<file path="src/rtl/pci_pkg.sv">
// Shared PCI definitions: arbiter state encoding, bus command codes and a width helper.
// No logic; types and constants only.
// Imported by the arbiter, its picker and the bus interface agents.
package pci_pkg;

  // Arbiter states: GAP = all grants high, PARK = idle bus parked on one master,
  // GRANTED = a master holds GNT# but has not started, OWNED = transaction running.
  typedef enum logic [1:0] {
    ARB_GAP     = 2'd0,
    ARB_PARK    = 2'd1,
    ARB_GRANTED = 2'd2,
    ARB_OWNED   = 2'd3
  } arb_state_e;

  // C/BE# command encodings driven during the PCI address phase.
  typedef enum logic [3:0] {
    CMD_INT_ACK       = 4'h0,
    CMD_SPECIAL       = 4'h1,
    CMD_IO_READ       = 4'h2,
    CMD_IO_WRITE      = 4'h3,
    CMD_MEM_READ      = 4'h6,
    CMD_MEM_WRITE     = 4'h7,
    CMD_CFG_READ      = 4'hA,
    CMD_CFG_WRITE     = 4'hB,
    CMD_MEM_READ_MULT = 4'hC,
    CMD_DUAL_ADDR     = 4'hD,
    CMD_MEM_READ_LINE = 4'hE,
    CMD_MEM_WRITE_INV = 4'hF
  } pci_cmd_e;

  // Bits needed to hold an index in 0..n-1, never less than one.
  function automatic int idx_width(input int n);
    return (n > 1) ? $clog2(n) : 1;
  endfunction

endpackage

</file>
<file path="src/rtl/pci_rr_pick.sv">
// Round-robin picker: first active request strictly after last_i, wrapping around.
// Purely combinational, zero latency.
// No flow control; any_o flags that pick_o is meaningful.
module pci_rr_pick
  import pci_pkg::*;
#(
  parameter int NUM_MASTERS = 4,
  localparam int IW = idx_width(NUM_MASTERS)
) (
  input  logic [NUM_MASTERS-1:0] req_i,
  input  logic [IW-1:0]          last_i,
  output logic [IW-1:0]          pick_o,
  output logic                   any_o
);

  // Scan last+1 .. last+NUM_MASTERS so the previous winner is checked last.
  always_comb begin
    logic          found;
    logic [IW-1:0] idx;
    found  = 1'b0;
    idx    = '0;
    pick_o = last_i;
    for (int k = 1; k <= NUM_MASTERS; k++) begin
      idx = IW'((int'(last_i) + k) % NUM_MASTERS);
      if (!found && req_i[idx]) begin
        pick_o = idx;
        found  = 1'b1;
      end
    end
  end

  assign any_o = |req_i;

endmodule

</file>
<file path="src/rtl/pci_arbiter.sv">
// Central PCI arbiter: round-robin GNT# from REQ#, hidden arbitration, parking, grant timeout.
// Grants are registered; a new holder appears two clocks after REQ# on a parked idle bus.
// Every change of holder passes through a clock with all GNT# high.
module pci_arbiter
  import pci_pkg::*;
#(
  parameter int NUM_MASTERS = 4,
  parameter int PARK_MASTER = 0,
  parameter int GNT_TIMEOUT = 16,
  localparam int IW = idx_width(NUM_MASTERS),
  localparam int CW = idx_width(GNT_TIMEOUT)
) (
  input  logic                   clk,
  input  logic                   rst,
  input  logic [NUM_MASTERS-1:0] req_n_i,
  output logic [NUM_MASTERS-1:0] gnt_n_o,
  input  logic                   frame_n_i,
  input  logic                   irdy_n_i,
  output logic [IW-1:0]          owner_o,
  output logic                   owner_valid_o,
  output logic                   timeout_evt_o
);

  localparam logic [NUM_MASTERS-1:0] ONE      = {{(NUM_MASTERS-1){1'b0}}, 1'b1};
  localparam logic [NUM_MASTERS-1:0] ALL_HIGH = '1;
  localparam logic [IW-1:0]          PARK_IDX = IW'(PARK_MASTER);
  localparam logic [IW-1:0]          LAST_RST = IW'(NUM_MASTERS - 1);
  localparam logic [CW-1:0]          CNT_LAST = CW'(GNT_TIMEOUT - 1);

  arb_state_e             state_q;
  logic [NUM_MASTERS-1:0] gnt_n_q;
  logic [IW-1:0]          owner_q;
  logic [IW-1:0]          last_q;
  logic [CW-1:0]          cnt_q;
  logic                   owner_valid_q;
  logic                   timeout_q;
  logic                   frame_n_q;

  logic [NUM_MASTERS-1:0] req;
  logic [NUM_MASTERS-1:0] owner_oh;
  logic [NUM_MASTERS-1:0] pick_oh;
  logic [IW-1:0]          pick;
  logic                   any_req;
  logic                   other_req;
  logic                   owner_req;
  logic                   bus_idle;
  logic                   start;

  assign req       = ~req_n_i;
  assign owner_oh  = ONE << owner_q;
  assign pick_oh   = ONE << pick;
  assign other_req = |(req & ~owner_oh);
  assign owner_req = |(req & owner_oh);
  assign bus_idle  = frame_n_i & irdy_n_i;
  // A new transaction begins on the falling edge of FRAME# while IRDY# is still high.
  assign start     = frame_n_q & ~frame_n_i & irdy_n_i;

  pci_rr_pick #(
    .NUM_MASTERS(NUM_MASTERS)
  ) u_pick (
    .req_i (req),
    .last_i(last_q),
    .pick_o(pick),
    .any_o (any_req)
  );

  // Arbitration FSM; grant, owner and event outputs are all registered here.
  always_ff @(posedge clk or negedge rst) begin
    if (!rst) begin
      state_q       <= ARB_GAP;
      gnt_n_q       <= ALL_HIGH;
      owner_q       <= '0;
      last_q        <= LAST_RST;
      cnt_q         <= '0;
      owner_valid_q <= 1'b0;
      timeout_q     <= 1'b0;
      frame_n_q     <= 1'b1;
    end else begin
      frame_n_q <= frame_n_i;
      timeout_q <= 1'b0;
      case (state_q)
        ARB_GAP: begin
          owner_valid_q <= 1'b1;
          if (any_req) begin
            state_q <= ARB_GRANTED;
            gnt_n_q <= ~pick_oh;
            owner_q <= pick;
            last_q  <= pick;
            cnt_q   <= '0;
          end else begin
            state_q <= ARB_PARK;
            gnt_n_q <= ~(ONE << PARK_IDX);
            owner_q <= PARK_IDX;
          end
        end
        ARB_PARK: begin
          // Parked master may start without ever raising REQ#.
          if (start) begin
            state_q <= ARB_OWNED;
          end else if (other_req) begin
            state_q       <= ARB_GAP;
            gnt_n_q       <= ALL_HIGH;
            owner_valid_q <= 1'b0;
          end else if (owner_req) begin
            state_q <= ARB_GRANTED;
            last_q  <= owner_q;
            cnt_q   <= '0;
          end
        end
        ARB_GRANTED: begin
          // Start wins over a simultaneous timeout.
          if (start) begin
            state_q <= ARB_OWNED;
          end else if (!owner_req) begin
            state_q       <= ARB_GAP;
            gnt_n_q       <= ALL_HIGH;
            owner_valid_q <= 1'b0;
          end else if (bus_idle) begin
            if (cnt_q == CNT_LAST) begin
              state_q       <= ARB_GAP;
              gnt_n_q       <= ALL_HIGH;
              owner_valid_q <= 1'b0;
              timeout_q     <= 1'b1;
              cnt_q         <= '0;
            end else begin
              cnt_q <= cnt_q + 1'b1;
            end
          end
        end
        ARB_OWNED: begin
          // Hidden arbitration: hand off while the current burst is still running.
          if (other_req) begin
            state_q       <= ARB_GAP;
            gnt_n_q       <= ALL_HIGH;
            owner_valid_q <= 1'b0;
          end else if (bus_idle) begin
            if (owner_req) begin
              state_q <= ARB_GRANTED;
              cnt_q   <= '0;
            end else begin
              state_q       <= ARB_GAP;
              gnt_n_q       <= ALL_HIGH;
              owner_valid_q <= 1'b0;
            end
          end
        end
        default: begin
          state_q       <= ARB_GAP;
          gnt_n_q       <= ALL_HIGH;
          owner_valid_q <= 1'b0;
        end
      endcase
    end
  end

  assign gnt_n_o       = gnt_n_q;
  assign owner_o       = owner_q;
  assign owner_valid_o = owner_valid_q;
  assign timeout_evt_o = timeout_q;

endmodule

</file>
<file path="config.mk">
export PLATFORM = sky130hd
export DESIGN_NAME = pci_arbiter
export DESIGN_NICKNAME = d
export VERILOG_FILES = /design/src/rtl/pci_pkg.sv /design/src/rtl/pci_rr_pick.sv /design/src/rtl/pci_arbiter.sv
export SDC_FILE = /design/constraint.sdc
export NUM_CORES = 1
export LEC_CHECK = 0
export CAP_MARGIN = 15
export CORE_ASPECT_RATIO = 0.6
export CORE_UTILIZATION = 25
export CTS_BUF_LIST = sky130_fd_sc_hd__clkbuf_16
export CTS_CLUSTER_DIAMETER = 60
export CTS_CLUSTER_SIZE = 30
export DETAILED_ROUTE_END_ITERATION = 7
export SLEW_MARGIN = 20
export SYNTH_ARGS = -nofsm -noshare
export SYNTH_HDL_FRONTEND = slang
export SYNTH_SLANG_ARGS = --single-unit
</file>
<file path="constraint.sdc">
create_clock -name clk -period 2.4 [get_ports clk]
set_input_delay 0.48 -clock clk [delete_from_list [all_inputs] [get_ports clk]]
set_output_delay 0.48 -clock clk [all_outputs]
set_load 0.02 [all_outputs]
</file>
# After elaboration in Yosys (flattened, before gate mapping)
# Index checks and enable logic that the tools add are counted.
[totals]
word_cells = 134
ramBits = 0
latchBits = 0
inputBits = 8
romBits = 0
register_bits = 17
mem_count = 0
[op_classes]
add_sub_neg = 5
order_cmp = 4
muxes = 70
multipliers = 0
div_mod_pow = 0
n_eq_ne = 21
shifts = 2
n_reduce_logical = 15
bitwise = 9
[op_table]
columns = ["operator", "n"]
rows = [
  ["2-to-1 mux 4 bit", 20],
  ["2-to-1 mux 2 bit", 20],
  ["one-hot mux 4 bit (4 select lines)", 2],
  ["2-to-1 mux 1 bit", 21],
  ["!= test 2 bit, second input constant", 10],
  ["< comparator 2 x 3 -> 1 bit, second input constant", 4],
  ["!= test 3 bit, second input constant", 4],
  ["!= test 4 bit, second input constant", 3],
  ["NOT 4 bit", 3],
  ["OR reduction 4 bit", 3],
  ["bitwise AND 4 bit", 2],
  ["binary-select mux 1 bit (select 2 bit)", 4],
  ["one-hot mux 2 bit (4 select lines)", 1],
  ["AND reduction 8 bit", 1],
  ["<< shifter 1 x 2 -> 4 bit, first input constant", 2],
  ["AND reduction 7 bit", 1],
  ["AND reduction 5 bit", 1],
  ["adder 2 x 1 -> 2 bit, second input constant", 2],
  ["adder 2 bit, second input constant", 2],
  ["adder 4 x 1 -> 4 bit, second input constant", 1],
  ["== test 2 bit, second input constant", 2],
  ["== test 4 bit, second input constant", 1],
  ["one-hot mux 1 bit (4 select lines)", 1],
  ["one-hot mux 2 bit (2 select lines)", 1],
  ["other kinds (8)", 14],
]

# Longest topological paths before layout
[logic_depth]
word_depth = 17
mapped_depth = 6
mapped_depth_nobuf = 6

# Hierarchy
# A second synthesis with hierarchy kept.
[hier_totals]
cells_unflattened = 115
area_unflattened_um2 = 1069.8
[by_module_without_submodules]
columns = ["mod", "area_each_um2", "instances", "seq_area_each_um2", "cells_per_inst"]
rows = [
  ["pci_arbiter", 997.2, 1, 434.2, 101],
  ["pci_rr_pick", 72.6, 1, 0.0, 14],
]

# Least setup slack after synthesis
# No wires, ideal clock.
[synth_timing]
kind = "register -> register"
start = "register owner_q[1], in the netlist owner_o[1]"
end = "register cnt_q[2]"
n_path_buf = 0
period_less_slack_ns = 1.945
stages_incl_launch_ff = 6
setup_slack_ns = 0.455
setup_time_ns = 0.126
t_arrival_ns = 1.819
t_required_ns = 2.274
path_cell_list = "dfrtp_1 mux4_2 nand2b_4 a21oi_4 o22ai_2 a221o_1"
[synth_between]
elab_chain_cells = 7
elab_cells_between_ends = 16
cone_classes = "3 x eq/ne; 1 x shift; 6 x mux; 3 x bitwise; 3 x reduce/logical"
[synth_lines]
columns = ["item", "line", "text"]
rows = [
  ["start, declared", "pci_arbiter.sv:32", "logic [IW-1:0] owner_q;"],
  ["start signal, assigned", "pci_arbiter.sv:87", "owner_q <= pick;"],
  ["<< shifter 1 x 2 -> 4 bit (*)", "pci_arbiter.sv:50", "assign owner_oh = ONE << owner_q;"],
  ["bitwise AND 4 bit", "pci_arbiter.sv:53", "assign owner_req = |(req & owner_oh);"],
  ["OR reduction 4 bit", "pci_arbiter.sv:53", ""],
  ["2-to-1 mux 4 bit", "--", ""],
  ["2-to-1 mux 4 bit, on equally long branches (2 in series)", "--", ""],
  ["one-hot mux 4 bit (4 select lines)", "--", ""],
  ["end signal, assigned", "pci_arbiter.sv:126", "cnt_q <= cnt_q + 1'b1;"],
  ["end, declared", "pci_arbiter.sv:34", "logic [CW-1:0] cnt_q;"],
]
# Mark *: on every way between the ends. The rest lies on a longest branch, timed or not. The select of a mux whose other input is x is not followed.
# A chain may end at the register's enable or synchronous reset.

# Worst setup path after layout
[layout_timing]
start = "input req_n_i[1]"
end = "register cnt_q[2]"
[layout_between]
elab_chain_cells = 7
elab_cells_between_ends = 17
cone_classes = "4 x eq/ne; 6 x mux; 3 x bitwise; 4 x reduce/logical"
[layout_lines]
columns = ["item", "line", "text"]
rows = [
  ["start, declared", "pci_arbiter.sv:15", "input logic [NUM_MASTERS-1:0] req_n_i,"],
  ["NOT 4 bit (*)", "pci_arbiter.sv:49", "assign req = ~req_n_i;"],
  ["bitwise AND 4 bit", "pci_arbiter.sv:53", ""],
  ["OR reduction 4 bit", "pci_arbiter.sv:53", ""],
  ["2-to-1 mux 4 bit", "--", ""],
  ["2-to-1 mux 4 bit, on equally long branches (2 in series)", "--", ""],
  ["one-hot mux 4 bit (4 select lines)", "--", ""],
]
# Marks and branches as above.

==> run summary <==
The signed area change from the synthesized netlist to the final layout is 32.3%. The detailed router placed 955 vias in this run. The final critical path time including I/O delays and setup is 2.18 ns. The initial antenna violation count was 0. The number of DRC markers after the initial detailed-route iteration is roughly 110. On the worst path, the slowest cell contributes a delay of 0.54 ns. Setup repair after global routing left no endpoint under its margin. The top cell types in the final layout, fill and taps aside, are sky130_fd_sc_hd__clkdlybuf4s50_1 (15), sky130_fd_sc_hd__nand2_1 (10), sky130_fd_sc_hd__dfrtp_1 (10). The register-to-register path setup slack came out at 0.40 ns.

Derived from the worst setup path, the maximum achievable clock frequency is between 400 and 500 MHz. The fraction of layout cells with a size suffix above 1 came out at 20.1%. The required time of the worst setup path is 2.54 ns. The TritonCTS clock tree is yes. The fraction of synthesis flops using an asynchronous set or reset pin came out at 100%. The number of global-route vias before repair came out at ~900. The maximum resistive drop on vdd is 0.539 mV.

The library cell used most frequently in the layout, excluding fill and tap cells, is sky130_fd_sc_hd__clkdlybuf4s50_1. In this run the worst hold path is classified as reg2reg. The slowest stage of the critical path belongs to the cell sky130_fd_sc_hd__mux4_2. The count of input and output buffers is 15. Wires add up to 2610 microns. The layout net count came out at 144. The synthesis warning total is 0. The transition time at the pin with the least slew margin came out at 0.778 ns. The clock edge transition at the registers on the reported setup and hold paths is 0.05 ns. Counting both buffers and inverters, the worst setup path holds a total of 1. The number of design rule violations left after detail routing is 0.

The final RePlAce weighted congestion is 0.879. The hold violation total from the final report came out at 0. The endpoint type of the worst setup path is a flip-flop. The synthesized netlist occupies a cell area of ~0.0011 sq mm. STA puts the critical path data arrival time at between 2 and 2.5 ns. Across every metal layer, demand over resource in global routing totals 13.2%. The core outline area came out at 0.00412 sq mm. The die outline area came out at 0.00460 sq mm. The kind of critical path is in2reg.

The clock sink count came out at 17. The number of levels in the clock H-tree is 1. The kind of cell adding the most delay to the critical path is compound AO/OA/AOI/OAI gates. Setup violations remaining at the end of the flow were counted as 0. In this run, synthesis produced a sequential element count of 17. The number of maximum-capacitance violations came out at 0. The quantity of hold-fixing buffers added after cts is 0.

For this design the top-level I/O count stands at 16. The global route total overflow came out at 0. The number of antenna repair diodes is 0. The biggest fanout along the worst timing path came out at 5. The tree is rooted in a sky130_fd_sc_hd__clkbuf_16.

The number of enable-type register cells in the synthesized netlist is 0. Buffers inserted during clock tree synthesis total 3. For the worst-skew pair, the clock arrives at the later sink with an insertion delay of between 0.2 and 0.3 ns.

In the finished design, the share of the clock period the worst path needs comes to 90.8%. The internal power is 1.09 mW. The proportion of synthesized chip area in sequential cells is 40.2%. The buffer depth of the longest clock path is 2. The reported leakage power is 0.568 nW. The count of mapped cells out of synthesis is 111. On the final layout, the worst hold slack is 0.510 ns. The power density normalized to cell area is 1270 mW/mm^2. The number of max-slew violations in the final report is 0. The most used flip-flop cell after synthesis is sky130_fd_sc_hd__dfrtp_1.

The worst setup skew after layout came out at 0.00156 ns. The number of antenna-violating nets in the routed design is 0. The distinct cell type count after synthesis came out at 44. The clock share of power is 19.2%.

The maximum number of pins on one net before global-route repair is 18. The signal on the critical path passes through clkdlybuf4s50_1 > mux4_2 > nand2b_4 > a21oi_4 > o22ai_2 > a221o_1. The floorplan step set the die width to 86.9 microns.

The type of origin of the critical path is a primary input. The wire length per cell came out at roughly 13 microns. The first global-routing pass estimated 4430 microns of wire.

The number of nets in the synthesized netlist is 120. After clock tree synthesis, the setup repair step added 0 buffers. The relative max-transition margin is 48.0%. The switching power of the nets is 0.724 mW. Once the clock tree was built, the resizer swapped 0 gates to a different size.

The run finished with clean final reports. The site row count is 18. The setup total negative slack is 0 ns. The effective utilization at floorplan is 26.2%. The first detailed-routing pass took 4 iterations. The per-cell via count in the routed design came out at slightly below 5. The post-DP HPWL came out at 2020 microns. The synthesized area per cell is 9.74 sq um.

The combinational group share of total power came out at a little under half. The net switching share of the total power came out at between 30% and 40%. Of the total power, registers draw between 30% and 40%. Measured along the y axis, the die boundary spans 52.9 microns.
[sequential cells by signal (all words and copies together) (netlist names)]
name	flops
last_q	2
cnt_q	4
state_q	2
owner_valid_o	1
owner_o	2
frame_n_q	1
timeout_evt_o	1
gnt_n_o	4
[per-stage QoR]
stage	total power, mW	std cells	setup WS (ns)	area (sq um)	utilization, %
detailed placement	1.46	190	-0.0198	1350	32.7
finish	1.82	194	0.221	1430	34.7
global placement	1.46	190	0.0359	1350	32.7
floorplan	1.17	111	0.455	1080	-
CTS	1.82	194	0.232	1430	34.7
global route	1.94	194	0.180	1430	34.7
[layer usage]
metal | vias up | track usage (%) | wire (microns)
li1 | 472 | - | -
met1 | 463 | 19.5 | 1440
met2 | 17 | 17.8 | 1060
met3 | 3 | 4.06 | 85
met4 | 0 | 3.89 | 23
met5 | - | 0 | 0
[power groups by stage]
stage	registers, mW	clock network (mW)	logic [mW]
5_1_grt	0.632	0.371	0.940
3_3_place_gp	0.600	0	0.855
3_5_place_dp	0.607	0	0.857
2_1_floorplan	0.596	0	0.570
4_1_cts	0.603	0.355	0.866
6_report	0.606	0.349	0.862
[cell usage after synthesis, types with 2 or more instances]
cell type / instances / area [sq um]
sky130_fd_sc_hd__a21oi_1: 2 / 10.0
sky130_fd_sc_hd__a221o_1: 2 / 20.0
sky130_fd_sc_hd__a2bb2oi_1: 3 / 26.3
sky130_fd_sc_hd__a31oi_1: 3 / 18.8
sky130_fd_sc_hd__and2_1: 2 / 12.5
sky130_fd_sc_hd__clkbuf_1: 3 / 11.3
sky130_fd_sc_hd__dfrtp_1: 10 / 250
sky130_fd_sc_hd__dfstp_2: 7 / 184
sky130_fd_sc_hd__inv_1: 5 / 18.8
sky130_fd_sc_hd__mux2_1: 3 / 33.8
sky130_fd_sc_hd__mux2i_1: 3 / 30.0
sky130_fd_sc_hd__nand2_1: 10 / 37.5
sky130_fd_sc_hd__nand2b_1: 3 / 18.8
sky130_fd_sc_hd__nand3_1: 4 / 20.0
sky130_fd_sc_hd__nand4_1: 3 / 18.8
sky130_fd_sc_hd__nor2_1: 7 / 26.3
sky130_fd_sc_hd__nor2b_1: 2 / 12.5
sky130_fd_sc_hd__nor3_1: 4 / 20.0
sky130_fd_sc_hd__nor4b_1: 2 / 17.5
sky130_fd_sc_hd__o21ai_0: 6 / 30.0
sky130_fd_sc_hd__o22a_1: 2 / 17.5
sky130_fd_sc_hd__o22ai_1: 3 / 18.8
[final cells by class]
type	count	area, sq um
Multi-Input combinational cell	85	613
Clock buffer	3	75.1
Tap cell	60	75.1
Inverter	6	22.5
Sequential cell	17	434
Clock inverter	1	7.51
Timing Repair Buffer	22	203
Fill cell	432	2690
[logic make-up after synthesis]
group	after synthesis	synth area share [%]
simple gates	44	22.2
flops	17	40.2
fa+ha+maj	1	1.16
mux	7	7.99
buf+inv	9	3.12
compound gates	33	25.3
[path summary, 6_finish.rpt]
kind                       startpoint             to  cells past startpoint
min in group asynchronous         rst  timeout_evt_o                      1
max in group asynchronous         rst     owner_o[1]                      1
max                        req_n_i[1]       cnt_q[2]                      6
min                        gnt_n_o[1]     gnt_n_o[1]                      1
min reg2reg                gnt_n_o[1]     gnt_n_o[1]                      1
max reg2reg                owner_o[0]       cnt_q[0]                      5
(Power assumes the default switching activity.)
